**config.mk**
```make
export PLATFORM = sky130hd
export DESIGN_NAME = mac_line_loader
export DESIGN_NICKNAME = d
export VERILOG_FILES = /design/src/rtl/mac_pkg.sv /design/src/rtl/mac_line_loader.sv
export SDC_FILE = /design/constraint.sdc
export NUM_CORES = 1
export LEC_CHECK = 0
export ABC_AREA = 1
export CAP_MARGIN = 30
export CORE_UTILIZATION = 60
export CTS_BUF_LIST = sky130_fd_sc_hd__clkbuf_8
export DETAILED_ROUTE_END_ITERATION = 7
export DONT_BUFFER_PORTS = 1
export PLACE_DENSITY = 0.81
export SETUP_SLACK_MARGIN = 0.5
export SLEW_MARGIN = 10
export SYNTH_ARGS = -nofsm -noshare
export SYNTH_HDL_FRONTEND = slang
export SYNTH_SLANG_ARGS = --single-unit
```
**constraint.sdc**
```tcl
create_clock -name clk -period 1.43 [get_ports clk]
set_input_delay 0.286 -clock clk [delete_from_list [all_inputs] [get_ports clk]]
set_output_delay 0.286 -clock clk [all_outputs]
set_load 0.05 [all_outputs]
```
**src/rtl/mac_pkg.sv**
```systemverilog
// Shared types and the MSB-first line unpack helper for the MAC line loader.
package mac_pkg;

  localparam int DATA_WIDTH = 8;
  localparam int DEPTH      = 8;
  localparam int LW         = DATA_WIDTH * DEPTH;

  typedef enum logic [2:0] {
    IDLE     = 3'd0,
    CLEAR    = 3'd1,
    REQ      = 3'd2,
    WAIT     = 3'd3,
    WRITE_A  = 3'd4,
    STREAM_B = 3'd5,
    DONE     = 3'd6
  } loader_state_t;

  // Element 0 occupies the most significant slot of the line.
  function automatic logic [DATA_WIDTH-1:0] line_elem(input logic [LW-1:0] line,
                                                      input int unsigned idx);
    return line[LW - 1 - idx * DATA_WIDTH -: DATA_WIDTH];
  endfunction

endpackage

```
**src/rtl/mac_line_loader.sv**
```systemverilog
// Loads ROWS matrix lines into the A FIFOs and streams one vector line into B,
// issuing one memory read at a time.
module mac_line_loader #(
  parameter int          DATA_WIDTH = 8,
  parameter int          DEPTH      = 8,
  parameter int          ROWS       = 8,
  parameter logic [31:0] BASE_ADDR  = 32'd0
) (
  input  logic                          clk,
  input  logic                          rst_n,
  input  logic                          start,
  output logic [31:0]                   address,
  output logic                          read,
  input  logic [DATA_WIDTH*DEPTH-1:0]   readdata,
  input  logic                          readdatavalid,
  input  logic                          waitrequest,
  output logic                          clr,
  output logic                          a_wren,
  output logic [DATA_WIDTH*DEPTH-1:0]   a_data,
  output logic                          b_wren,
  output logic [DATA_WIDTH-1:0]         b_data,
  output logic                          busy,
  output logic                          done
);
  import mac_pkg::*;

  localparam int LINE_W = DATA_WIDTH * DEPTH;
  localparam int LIW    = $clog2(ROWS + 1);
  localparam int BIW    = (DEPTH > 1) ? $clog2(DEPTH) : 1;
  localparam logic [LIW-1:0] LAST_ROW = LIW'(ROWS);
  localparam logic [BIW-1:0] LAST_B   = BIW'(DEPTH - 1);

  loader_state_t         state;
  loader_state_t         next_state;
  logic [LIW-1:0]        line_idx;
  logic [BIW-1:0]        b_idx;
  logic [LINE_W-1:0]     line_q;
  logic [DATA_WIDTH-1:0] b_elem;

  // State register.
  always_ff @(posedge clk or negedge rst_n) begin
    if (!rst_n) begin
      state <= IDLE;
    end else begin
      state <= next_state;
    end
  end

  // Next-state decode; responses only count while a read is outstanding.
  always_comb begin
    next_state = state;
    case (state)
      IDLE:     if (start) next_state = CLEAR; else next_state = IDLE;
      CLEAR:    next_state = REQ;
      REQ:      if (!waitrequest) next_state = WAIT; else next_state = REQ;
      WAIT: begin
        if (readdatavalid) begin
          if (line_idx < LAST_ROW) next_state = WRITE_A;
          else                     next_state = STREAM_B;
        end else begin
          next_state = WAIT;
        end
      end
      WRITE_A:  next_state = REQ;
      STREAM_B: if (b_idx == LAST_B) next_state = DONE; else next_state = STREAM_B;
      DONE:     if (start) next_state = CLEAR; else next_state = DONE;
      default:  next_state = IDLE;
    endcase
  end

  // Line and element counters plus the captured memory line.
  always_ff @(posedge clk or negedge rst_n) begin
    if (!rst_n) begin
      line_idx <= {LIW{1'b0}};
      b_idx    <= {BIW{1'b0}};
      line_q   <= {LINE_W{1'b0}};
    end else begin
      case (state)
        CLEAR: begin
          line_idx <= {LIW{1'b0}};
          b_idx    <= {BIW{1'b0}};
        end
        WAIT:     if (readdatavalid) line_q <= readdata;
        WRITE_A:  line_idx <= line_idx + 1'b1;
        STREAM_B: b_idx <= b_idx + 1'b1;
        default:  ;
      endcase
    end
  end

  generate
    if (DATA_WIDTH == mac_pkg::DATA_WIDTH && DEPTH == mac_pkg::DEPTH) begin : g_pkg_unpack
      assign b_elem = line_elem(line_q, 32'(b_idx));
    end else begin : g_shift_unpack
      assign b_elem = DATA_WIDTH'(line_q >> ((DEPTH - 1 - int'(b_idx)) * DATA_WIDTH));
    end
  endgenerate

  assign address = BASE_ADDR + 32'(line_idx);
  assign read    = (state == REQ);
  assign clr     = (state == CLEAR);
  assign a_wren  = (state == WRITE_A);
  assign a_data  = (state == WRITE_A) ? line_q : {LINE_W{1'b0}};
  assign b_wren  = (state == STREAM_B);
  assign b_data  = (state == STREAM_B) ? b_elem : {DATA_WIDTH{1'b0}};
  assign busy    = (state != IDLE) && (state != DONE);
  assign done    = (state == DONE);

endmodule

```
==> out/metrics.yaml, run 1 <==
yosys:
  syn_area_um2: 4420
  ys_warn_count: 0
  synth_area_per_cell_um2: 6.71
  seq_area_frac_synth_pct: 41.9
  synth_cell_types: 21
  synth_seq_cells: 74
  syn_inst: 659
floorplan:
  initial_core_util_pct: 63.7
  pin_count: 179
  die_w_um: 87.8
  die_h_um: 87.8
  rows: 30
cts:
  cts_max_level: 3
  numCtsBuffers: 9
  clk_path_buf_depth: 2
  cts_root_buffer: "clkbuf_8"
  cts.sinks: 74
outcome:
  failing_step: "4_1_cts"
  error_line: "[ERROR DPL-0038] Utilization greater than 100%, impossible to legalize"
  status: "stopped before the end"
place:
  place_hpwl_um: 13800
  gp_congestion: 0.864
  portBuffers: 0
  dp.cells: 840
[cells in the mapped netlist (all sizes together)]
| library cell | count | area [µm²] |
|---|---|---|
| dfrtp | 74 | 1850 |
| a21oi | 2 | 10.0 |
| ha | 3 | 37.5 |
| o21ai | 7 | 35.0 |
| buf | 53 | 378 |
| nand3 | 108 | 541 |
| clkinv | 1 | 3.75 |
| a22o | 1 | 8.76 |
| nor2 | 88 | 330 |
| nor3 | 2 | 15.0 |
| xnor2 | 1 | 8.76 |
| nand2 | 225 | 845 |
| clkbuf | 16 | 60.1 |
| inv | 76 | 285 |
| xor2 | 1 | 8.76 |
| conb | 1 | 3.75 |
[per-stage QoR]
stage,instance area (µm²),worst slack [ps],hold slack (ps),util [%]
3_5_place_dp,6750,-348,-7.64,97.2
3_3_place_gp,6750,-124,-7.75,97.2
2_1_floorplan,5330,-96.9,-9.59,-
[cell families after synthesis]
family | Yosys count | synth area share, %
DFF | 74 | 41.9
adders and majority gates | 3 | 0.849
and+or+nand+nor | 423 | 39.1
other | 1 | 0.0848
AOI/OAI and AO/OA | 10 | 1.22
buffers and inverters | 146 | 16.4
xor gates and xnor gates | 2 | 0.396
==> inputs of run 2 (changes only) <==
- CORE_UTILIZATION: 60 -> 40
- CTS_BUF_LIST: sky130_fd_sc_hd__clkbuf_8 -> not set
- PLACE_DENSITY: 0.81 -> not set
- PLACE_DENSITY_LB_ADDON: not set -> 0.15
- SETUP_SLACK_MARGIN: 0.5 -> not set
- clock period: 1.43 -> 1.85 ns (I/O delays scaled with it)
==> out/metrics.yaml, run 2 <==
outcome:
  status: "finished, violations left"
  violations: "hold timing, setup timing"
timing:
  final.setup.tns_ps: -8660
  tightestPinTransition_ps: 548
  relSlewSlack_pct: 63.5
  fin_hold_ws_ps: -297
  min_period_ps: 2050
  fin_crit_sh_pct: 111
  finalMaxSlewViolations: 0
  finalSetupViolCount: 74
  finalHoldViolCount: 74
  clock.fmax_mhz: 489
  finClkSkew_ps: 12.1
  rsz0062_at_grt: "yes"
  setup_ws_ps: -195
yosys:
  synth_edf_count: 0
  ys_warn_count: 0
  syn_area_um2: 4420
  synthTopCellsByArea: "dfrtp_1 42%, nand2_1 19%, nand3_1 12%, nor2_1 7.5%, inv_1 6.4%"
  synth_ff_type: "dfrtp_1"
  synth_seq_cells: 74
  async_flop_share_pct: 100
  netlist_top_cells_count: "225 x nand2_1, 108 x nand3_1, 88 x nor2_1"
  syn_inst: 659
  yosysTopAreaCell: "dfrtp_1"
  synth_most_common_cell: "nand2_1"
  synth_area_per_cell_um2: 6.71
  synth_cell_types: 21
  seq_area_frac_synth_pct: 41.9
  yosys.area.top_type_share_pct: 41.9
floorplan:
  die-area_um2: 11500
  core_area_um2: 10800
  die_h_um: 107
  pin_count: 179
  initial_core_util_pct: 41.0
  rows: 38
  die_w_um: 107
detailed_routing:
  viasPerCell: 4.98
  first_pass_iters: 6
  drt_iter0_markers: 319
  num_vias: 4345
  finalWirelength_um: 14000
  avgRoutedWirePerCell_um: 16.1
  postRouteAntennaNets: 0
  drc_errors: 0
final_layout:
  fin_util_pct: 55.3
  diodes: 0
  final_cell_mix: "208 x nand2_1, 101 x nand3_1, 71 x dfrtp_1"
  area_growth_pct: 34.9
  top_regs: "line_q: 64 flops, line_idx: 4 flops"
  drive_gt1_share_pct: 27.9
  regMostFlops: "line_q"
  finalNonFillerCells: 872
  layout_commonest_cell: "nand2_1"
  fillers: 1082
  largest_register_ff_count: 64
  stdcell_area_um2: 5970
  fin_nets: 800
global_route:
  grt_usage_pct: 24.6
  grt_pass1_vias: 4278
  antenna_found_initial: 0
  grt_pass1_wl_um: 21600
  grt_max_degree: 75
  overflow: 0
power:
  power_mw: 8.82
  power_density_nw_per_um2: 1480
  vdd_drop_max_mv: 0.665
  p_leak_nw: 3.09
critical_path:
  crit_path_start_kind: "flop"
  crit_required_ps: 1480
  cp_top_family: "flip-flops"
  arrival_ps: 1680
  r2r_start: "state[1]"
  ff2ff_path_depth: 5
  max_stage_delay_ps: 470
  cp_slowest_cell: "dfrtp_2"
  critPathBufInv: 3
  rrSetupSlack_ps: 250
  critPathKind: "flop to output pin"
  critPathCaptureType: "output pin"
  r2r_end: "state[0]"
  cp_max_fo: 6
  path_cells: "inv_6, buf_12, nand2_1, nand3_2, nand2_2, nor2_4, nor2_4, buf_12"
cts:
  cts_max_level: 3
  cts.sinks: 74
  clk_pin_slew_ps: 80
  numCtsBuffers: 9
  clk_latency_ps: 360
  cts_root_buffer: "clkbuf_8"
  cts_tree: "done"
  clk_path_buf_depth: 2
min_path:
  min_path_type: "input port to async pin"
place:
  gp_congestion: 0.908
  portBuffers: 0
  place_ws_ps: 85.7
  place_hpwl_um: 9410
  placed_area_um2: 5160
  dp.cells: 851
job:
  maxCapViolCount: 0
-- run 2: kinds of logic (layout without fill, tap and decap cells) --
family	after synthesis	count (layout)	synth area share (%)
simple gates	423	423	39.1
buf+inv	146	192	16.4
flops	74	74	41.9
compound gates	10	10	1.22
fa+ha+maj	3	3	0.849
xor+xnor	2	2	0.396
other cells	1	28	0.0848
-- run 2: layout make-up --
| type | instances | area (µm²) | share of cell area [%] |
|---|---|---|---|
| Inverter | 77 | 312 | 5.22 |
| Multi-Input combinational cell | 466 | 2250 | 37.6 |
| Timing Repair Buffer | 100 | 1210 | 20.2 |
| Sequential cell | 74 | 1860 | 31.1 |
| Clock inverter | 2 | 12.5 | 0.210 |
| Tap cell | 140 | 175 | 2.94 |
| Clock buffer | 13 | 159 | 2.66 |
-- run 2: power by group --
part | internal (mW) | switching [mW] | total [mW]
Combinational | 1.57 | 3.39 | 4.96
Clock | 0.552 | 0.597 | 1.15
Sequential | 2.30 | 0.410 | 2.71
-- run 2: per-layer routing --
layer | wire, µm | global-route usage (%) | vias to the layer above
met3 | 997 | 4.38 | 18
met5 | 0 | 0 | -
met2 | 6500 | 38.6 | 183
li1 | - | - | 2074
met4 | 245 | 9.39 | 0
met1 | 6310 | 33.6 | 2070
-- run 2: repair_timing --
| action | 4_1_cts | 5_1_grt |
|---|---|---|
| setup endpoints to repair | 75 | 77 |
| setup buffers | 1 | 0 |
| cloned | 2 | 3 |
| resized for setup | 131 | 28 |
| pin swaps | 9 | 0 |
| endpoints found under the hold margin | 74 | 74 |
-- run 2: worst max path at each step --
stage	cells past startpoint	from	to	slack [ps]
detailed placement	7	b_idx[1]	b_data[4]	90
finish	8	b_idx[0]	b_data[5]	-200
global placement	7	b_idx[1]	b_data[4]	80
CTS	7	b_idx[0]	b_data[0]	-180
global route	7	b_idx[0]	b_data[2]	-250
floorplan	5	state[0]	a_data[23]	-90
Power figures use the tool's default switching activity.
==> inputs of run 3 (changes only) <==
- CTS_CLUSTER_SIZE: not set -> 8
==> results of run 3 <==
No change in the layout: final DEF, timing and power equal those of run 2.
